`src/rtl/rgb_led_pwm.sv`:
```
// rtl/rgb_led_pwm.sv - three-channel CPU-bus PWM for the RGB LED driver with breathing envelope
module rgb_led_pwm #(
    parameter int CH = 3,
    parameter int PW = 8
) (
    input  logic          clk,
    input  logic          reset,
    input  logic          cs,
    input  logic          we,
    input  logic [2:0]    addr,
    input  logic [7:0]    din,
    output logic [7:0]    dout,
    output logic [CH-1:0] pwm_o,
    output logic          wrap
);

    localparam logic [PW-1:0] ONE = 1;

    logic [1:0]      ctrl;
    logic [PW-1:0]   duty [CH];
    logic [PW-1:0]   active [CH];
    logic [PW-1:0]   eff [CH];
    logic [2*PW-1:0] prod [CH];
    logic [7:0]      presc;
    logic [7:0]      brate;
    logic [7:0]      breath_cnt;
    logic [7:0]      prescaler;
    logic [PW-1:0]   counter;
    logic [PW-1:0]   level;
    logic            dir_down;
    logic            en;
    logic            breathe;
    logic            tick;
    logic            eop;

    assign en      = ctrl[0];
    assign breathe = ctrl[1];
    assign tick    = en && (prescaler == presc);
    assign eop     = tick && (counter == '1);

    // Breathing scales each duty by the level held before this edge's step.
    always_comb begin
        for (int i = 0; i < CH; i++) begin
            prod[i] = {{PW{1'b0}}, duty[i]} * {{PW{1'b0}}, level};
            eff[i]  = breathe ? prod[i][2*PW-1:PW] : duty[i];
        end
    end

    always_ff @(posedge clk) begin
        if (!reset) begin
            ctrl       <= '0;
            presc      <= '0;
            brate      <= '0;
            breath_cnt <= '0;
            prescaler  <= '0;
            counter    <= '0;
            level      <= '0;
            dir_down   <= 1'b0;
            dout       <= '0;
            wrap       <= 1'b0;
            pwm_o      <= '0;
            for (int i = 0; i < CH; i++) begin
                duty[i]   <= '0;
                active[i] <= '0;
            end
        end else begin
            if (cs && we) begin
                case (addr)
                    3'd0: ctrl    <= din[1:0];
                    3'd1: duty[0] <= din[PW-1:0];
                    3'd2: duty[1] <= din[PW-1:0];
                    3'd3: duty[2] <= din[PW-1:0];
                    3'd4: presc   <= din;
                    3'd5: brate   <= din;
                    default: ;
                endcase
            end

            if (cs && !we) begin
                case (addr)
                    3'd0: dout <= {6'b0, ctrl};
                    3'd1: dout <= 8'(duty[0]);
                    3'd2: dout <= 8'(duty[1]);
                    3'd3: dout <= 8'(duty[2]);
                    3'd4: dout <= presc;
                    3'd5: dout <= brate;
                    3'd6: dout <= 8'(level);
                    default: dout <= 8'(counter);
                endcase
            end

            if (!en) begin
                prescaler <= '0;
                counter   <= '0;
            end else if (tick) begin
                prescaler <= '0;
                counter   <= counter + ONE;
            end else begin
                prescaler <= prescaler + 8'd1;
            end

            // Shadow duties only reach the outputs at a period boundary, so no mid-period glitches.
            for (int i = 0; i < CH; i++) begin
                if (!en || eop)
                    active[i] <= eff[i];
                pwm_o[i] <= en && (counter < active[i]);
            end

            wrap <= eop;

            if (eop && breathe) begin
                if (breath_cnt == brate) begin
                    breath_cnt <= '0;
                    if (!dir_down) begin
                        if (level == '1) dir_down <= 1'b1;
                        level <= (level == '1) ? level - ONE : level + ONE;
                    end else begin
                        if (level == '0) dir_down <= 1'b0;
                        level <= (level == '0) ? level + ONE : level - ONE;
                    end
                end else begin
                    breath_cnt <= breath_cnt + 8'd1;
                end
            end
        end
    end

endmodule

```
`config.mk`:
```
export PLATFORM = sky130hd
export DESIGN_NAME = rgb_led_pwm
export DESIGN_NICKNAME = d
export VERILOG_FILES = /design/src/rtl/rgb_led_pwm.sv
export SDC_FILE = /design/constraint.sdc
export NUM_CORES = 1
export LEC_CHECK = 0
export CAP_MARGIN = 10
export CORE_AREA = 10 10 181 183
export CTS_BUF_LIST = sky130_fd_sc_hd__clkbuf_8
export CTS_CLUSTER_SIZE = 12
export DETAILED_ROUTE_END_ITERATION = 10
export DIE_AREA = 0 0 191 193
export PLACE_DENSITY = 0.55
export SLEW_MARGIN = 0
export SYNTH_ARGS = -nofsm -noshare
export SYNTH_HDL_FRONTEND = slang
export SYNTH_SLANG_ARGS = --single-unit
```
`constraint.sdc`:
```
create_clock -name clk -period 10.78 [get_ports clk]
set_input_delay 1.078 -clock clk [delete_from_list [all_inputs] [get_ports clk]]
set_output_delay 1.078 -clock clk [all_outputs]
set_load 0.01 [all_outputs]
```
==> impl_results.rst <==
.. list-table::
   :header-rows: 1

   * - Metric
     - Value
   * - Max clock buf depth
     - 2
   * - Unique masters post-synth
     - 61
   * - Horizontal die dimension
     - 191 µm
   * - Maximum achievable frequency
     - 0.178 GHz
   * - Initial detailed-routing violation count
     - 451
   * - Net count after synthesis
     - 1,485
   * - Leakage
     - 0.00580 µW
   * - Post-synthesis sequential element count
     - 111
   * - Last weighted congestion value of the routability-driven placer
     - 0.829
   * - Number of placed instances with taps included
     - 1,609
   * - Critical path class
     - register to register
   * - Worst-skew pair later-pin latency
     - 0.42 ns
   * - CTS tree
     - yes
   * - Max-cap violation count
     - 0
   * - R2R Setup Slk
     - 5.15 ns
   * - Share of flip-flops with an asynchronous set or reset
     - 0%
   * - Die Outline Area
     - 36,900 µm²
   * - Worst hold slack after final layout
     - 0.459 ns
   * - Total routed wirelength
     - 28.6 mm
   * - Layout cells sized above 1
     - 3.32%
   * - Number of hold violations in the final report
     - 0
   * - Warnings from Yosys
     - 0
   * - Result of the run
     - completed
   * - Power density over the cells
     - 67.2 nW/µm²
   * - Min-delay worst type
     - register to register
   * - Count of standard-cell rows
     - 63
   * - Final critical-path share of the clock period
     - 52.2%
   * - Chip Height
     - 193 µm
   * - Synth top area cells
     - sky130_fd_sc_hd__fa_1 (18%), sky130_fd_sc_hd__ha_1 (14%), sky130_fd_sc_hd__edfxtp_1 (13%)
   * - Total clock buffers created by CTS
     - 9
   * - Overall Global Routing Usage
     - 16.2%
   * - Average footprint of a synthesized cell
     - 9.24 µm²
   * - Worst Tran Pin Value
     - 1.20 ns
   * - Largest net degree at the start of global routing
     - 36
   * - Area Growth Syn to Fin
     - 7.14%
   * - Unrepaired setup endpoints after global routing
     - false
   * - Cell chosen for the clock root
     - sky130_fd_sc_hd__clkbuf_8
   * - Starting density of the core
     - 39.2%
   * - Detailed Place HPWL
     - 21.9 mm
   * - Post-CTS Setup Bufs
     - 0
   * - Mapped cell area
     - 11,400 µm²
   * - Required time at the endpoint of the critical path
     - 11.06 ns
   * - Launching element type of the critical path
     - register
   * - Number of synthesized flops with an enable pin
     - 48
   * - Sort of element at the end of the critical path
     - register
   * - First-pass iteration count of the detailed router
     - 5
   * - Total number of H-tree levels
     - 3
   * - Most common cell in the netlist
     - sky130_fd_sc_hd__and2_1
   * - Via density per instance
     - 5.20
   * - Main flop type after synthesis
     - sky130_fd_sc_hd__dfxtp_1
   * - Share of synthesized area occupied by flip-flops and latches
     - 23.6%
   * - Number of antenna diodes
     - 0
   * - Cell count after synthesis
     - 1,239
   * - Detail Route Antenna Nets
     - 0
   * - Total Neg Setup Slack
     - 0 ns
   * - Maximum fanout along the worst path
     - 33
   * - Via count of the first global-routing pass
     - 8,791
   * - Nets@finish
     - 1,476
   * - Leftover overflow at the end of global routing
     - 0
   * - Share of the synthesized area in the top cell type
     - 18.4%
   * - First-pass GRT wire length
     - 47.6 mm
   * - Post-detailed-route DRC marker count
     - 0
   * - Number of antenna violations at the first check in global routing
     - 0
   * - Final setup skew
     - 0.0292 ns
   * - Via count
     - 8,453
   * - I/O Buffers
     - 26
   * - WP data arrival
     - 5.91 ns
   * - Final setup violation count
     - 0
   * - Fin cells
     - 1,625
   * - Peak ir drop on the vdd network
     - 0.0000629 V
   * - Largest area contributor in the synthesized netlist
     - sky130_fd_sc_hd__fa_1
   * - Clock-pin transition on the worst setup and hold timing paths
     - 0.14 ns
   * - Max_slew headroom
     - 20.0%
   * - Core Region
     - 29,200 µm²
   * - Final number of max-transition violations
     - 0
   * - Sink Count
     - 111
   * - Post-cts resize count
     - 0
   * - Top cell types by occurrence after synthesis
     - sky130_fd_sc_hd__and2_1 (157), sky130_fd_sc_hd__inv_1 (143), sky130_fd_sc_hd__ha_1 (126)
   * - Number of hold buffers added after cts
     - 0
   * - Final period demand of the worst path
     - 5.63 ns
   * - Average wire length per cell after detail routing
     - 17.6 µm
   * - I/O Pins
     - 27
sequential cells by signal (all words and copies together) (netlist names), 2 cells and up:
register    flops
presc           8
prescaler       8
active         24
counter         8
breath_cnt      8
brate           8
ctrl            2
dout            8
pwm_o           3
level           8
duty           24
final cells by class:
cell class | instances | area, µm²
clock inverter | 7 | 88.8
inverter | 145 | 544
fill | 2906 | 17000
sequential | 111 | 2700
clock buffer | 9 | 124
timing repair buffer | 36 | 335
tap | 390 | 488
multi-input combinational | 927 | 7980
layout by cell type, fill, tap and decap left out, types with 22 or more instances in the layout:
cell type | Yosys | routed
sky130_fd_sc_hd__and2_1 | 157 | 157
sky130_fd_sc_hd__inv_1 | 143 | 143
sky130_fd_sc_hd__ha_1 | 126 | 126
sky130_fd_sc_hd__fa_1 | 105 | 105
sky130_fd_sc_hd__nor2_1 | 98 | 98
sky130_fd_sc_hd__nand2_1 | 86 | 86
sky130_fd_sc_hd__dfxtp_1 | 63 | 63
sky130_fd_sc_hd__edfxtp_1 | 48 | 48
sky130_fd_sc_hd__xnor2_1 | 43 | 43
sky130_fd_sc_hd__a21oi_1 | 43 | 43
sky130_fd_sc_hd__mux2i_1 | 41 | 41
sky130_fd_sc_hd__clkdlybuf4s50_1 | 0 | 26
sky130_fd_sc_hd__nand3_1 | 22 | 22
worst paths after layout:
check           start       endpoint  depth (start not counted)
min           dout[5]        dout[5]                          2
max          level[2]  active[0][22]                         13
min reg2reg   dout[5]        dout[5]                          2
max reg2reg  level[2]  active[0][22]                         13
through the flow:
stage | instance area (µm²) | total power, µW | worst slack [ns] | utilization [%]
global placement | 12100 | 558 | 5.31 | 41.2
CTS | 12300 | 835 | 5.12 | 41.9
detailed placement | 12100 | 558 | 5.19 | 41.2
global route | 12300 | 860 | 4.76 | 41.9
finish | 12300 | 825 | 5.15 | 41.9
floorplan | 11400 | 518 | 5.84 | -
layer usage:
metal / vias to the layer above / GRT usage (%) / wire length, µm
met2: 135 / 27.8 / 13900
met4: 0 / 3.03 / 290
li1: 4089 / - / -
met3: 21 / 2.25 / 957
met5: - / 0 / 0
met1: 4208 / 21.6 / 13400
kinds of logic (layout without fill, tap and decap cells):
group | count (synthesis) | count (layout) | share of synthesized area, %
xor+xnor | 61 | 61 | 4.67
flops | 111 | 111 | 23.6
mux | 45 | 45 | 4.17
buf+inv | 201 | 197 | 6.70
fa+ha+maj | 231 | 231 | 32.1
simple gates | 440 | 440 | 20.1
compound gates | 150 | 150 | 8.64
where the power goes:
part	internal, µW	leakage, µW	total [µW]	switching, µW
Sequential	454	0.00102	479	25.9
Clock	97.5	0.000109	277	180
Combinational	27.6	0.00467	68.3	40.7
worst max-delay path: stages (launching register included):
cell and delay (ns):
sky130_fd_sc_hd__dfxtp_1 1.15, sky130_fd_sc_hd__nand2_1 0.19, sky130_fd_sc_hd__fa_1 0.56, sky130_fd_sc_hd__fa_1 0.54
sky130_fd_sc_hd__inv_1 0.05, sky130_fd_sc_hd__fa_1 0.49, sky130_fd_sc_hd__fa_1 0.41, sky130_fd_sc_hd__ha_1 0.32
sky130_fd_sc_hd__a21o_1 0.18, sky130_fd_sc_hd__a221o_1 0.41, sky130_fd_sc_hd__a31oi_1 0.46, sky130_fd_sc_hd__o21ai_1 0.14
sky130_fd_sc_hd__a2111oi_0 0.44, sky130_fd_sc_hd__a211o_1 0.15
Note: power is estimated with default switching activity, not from simulation.
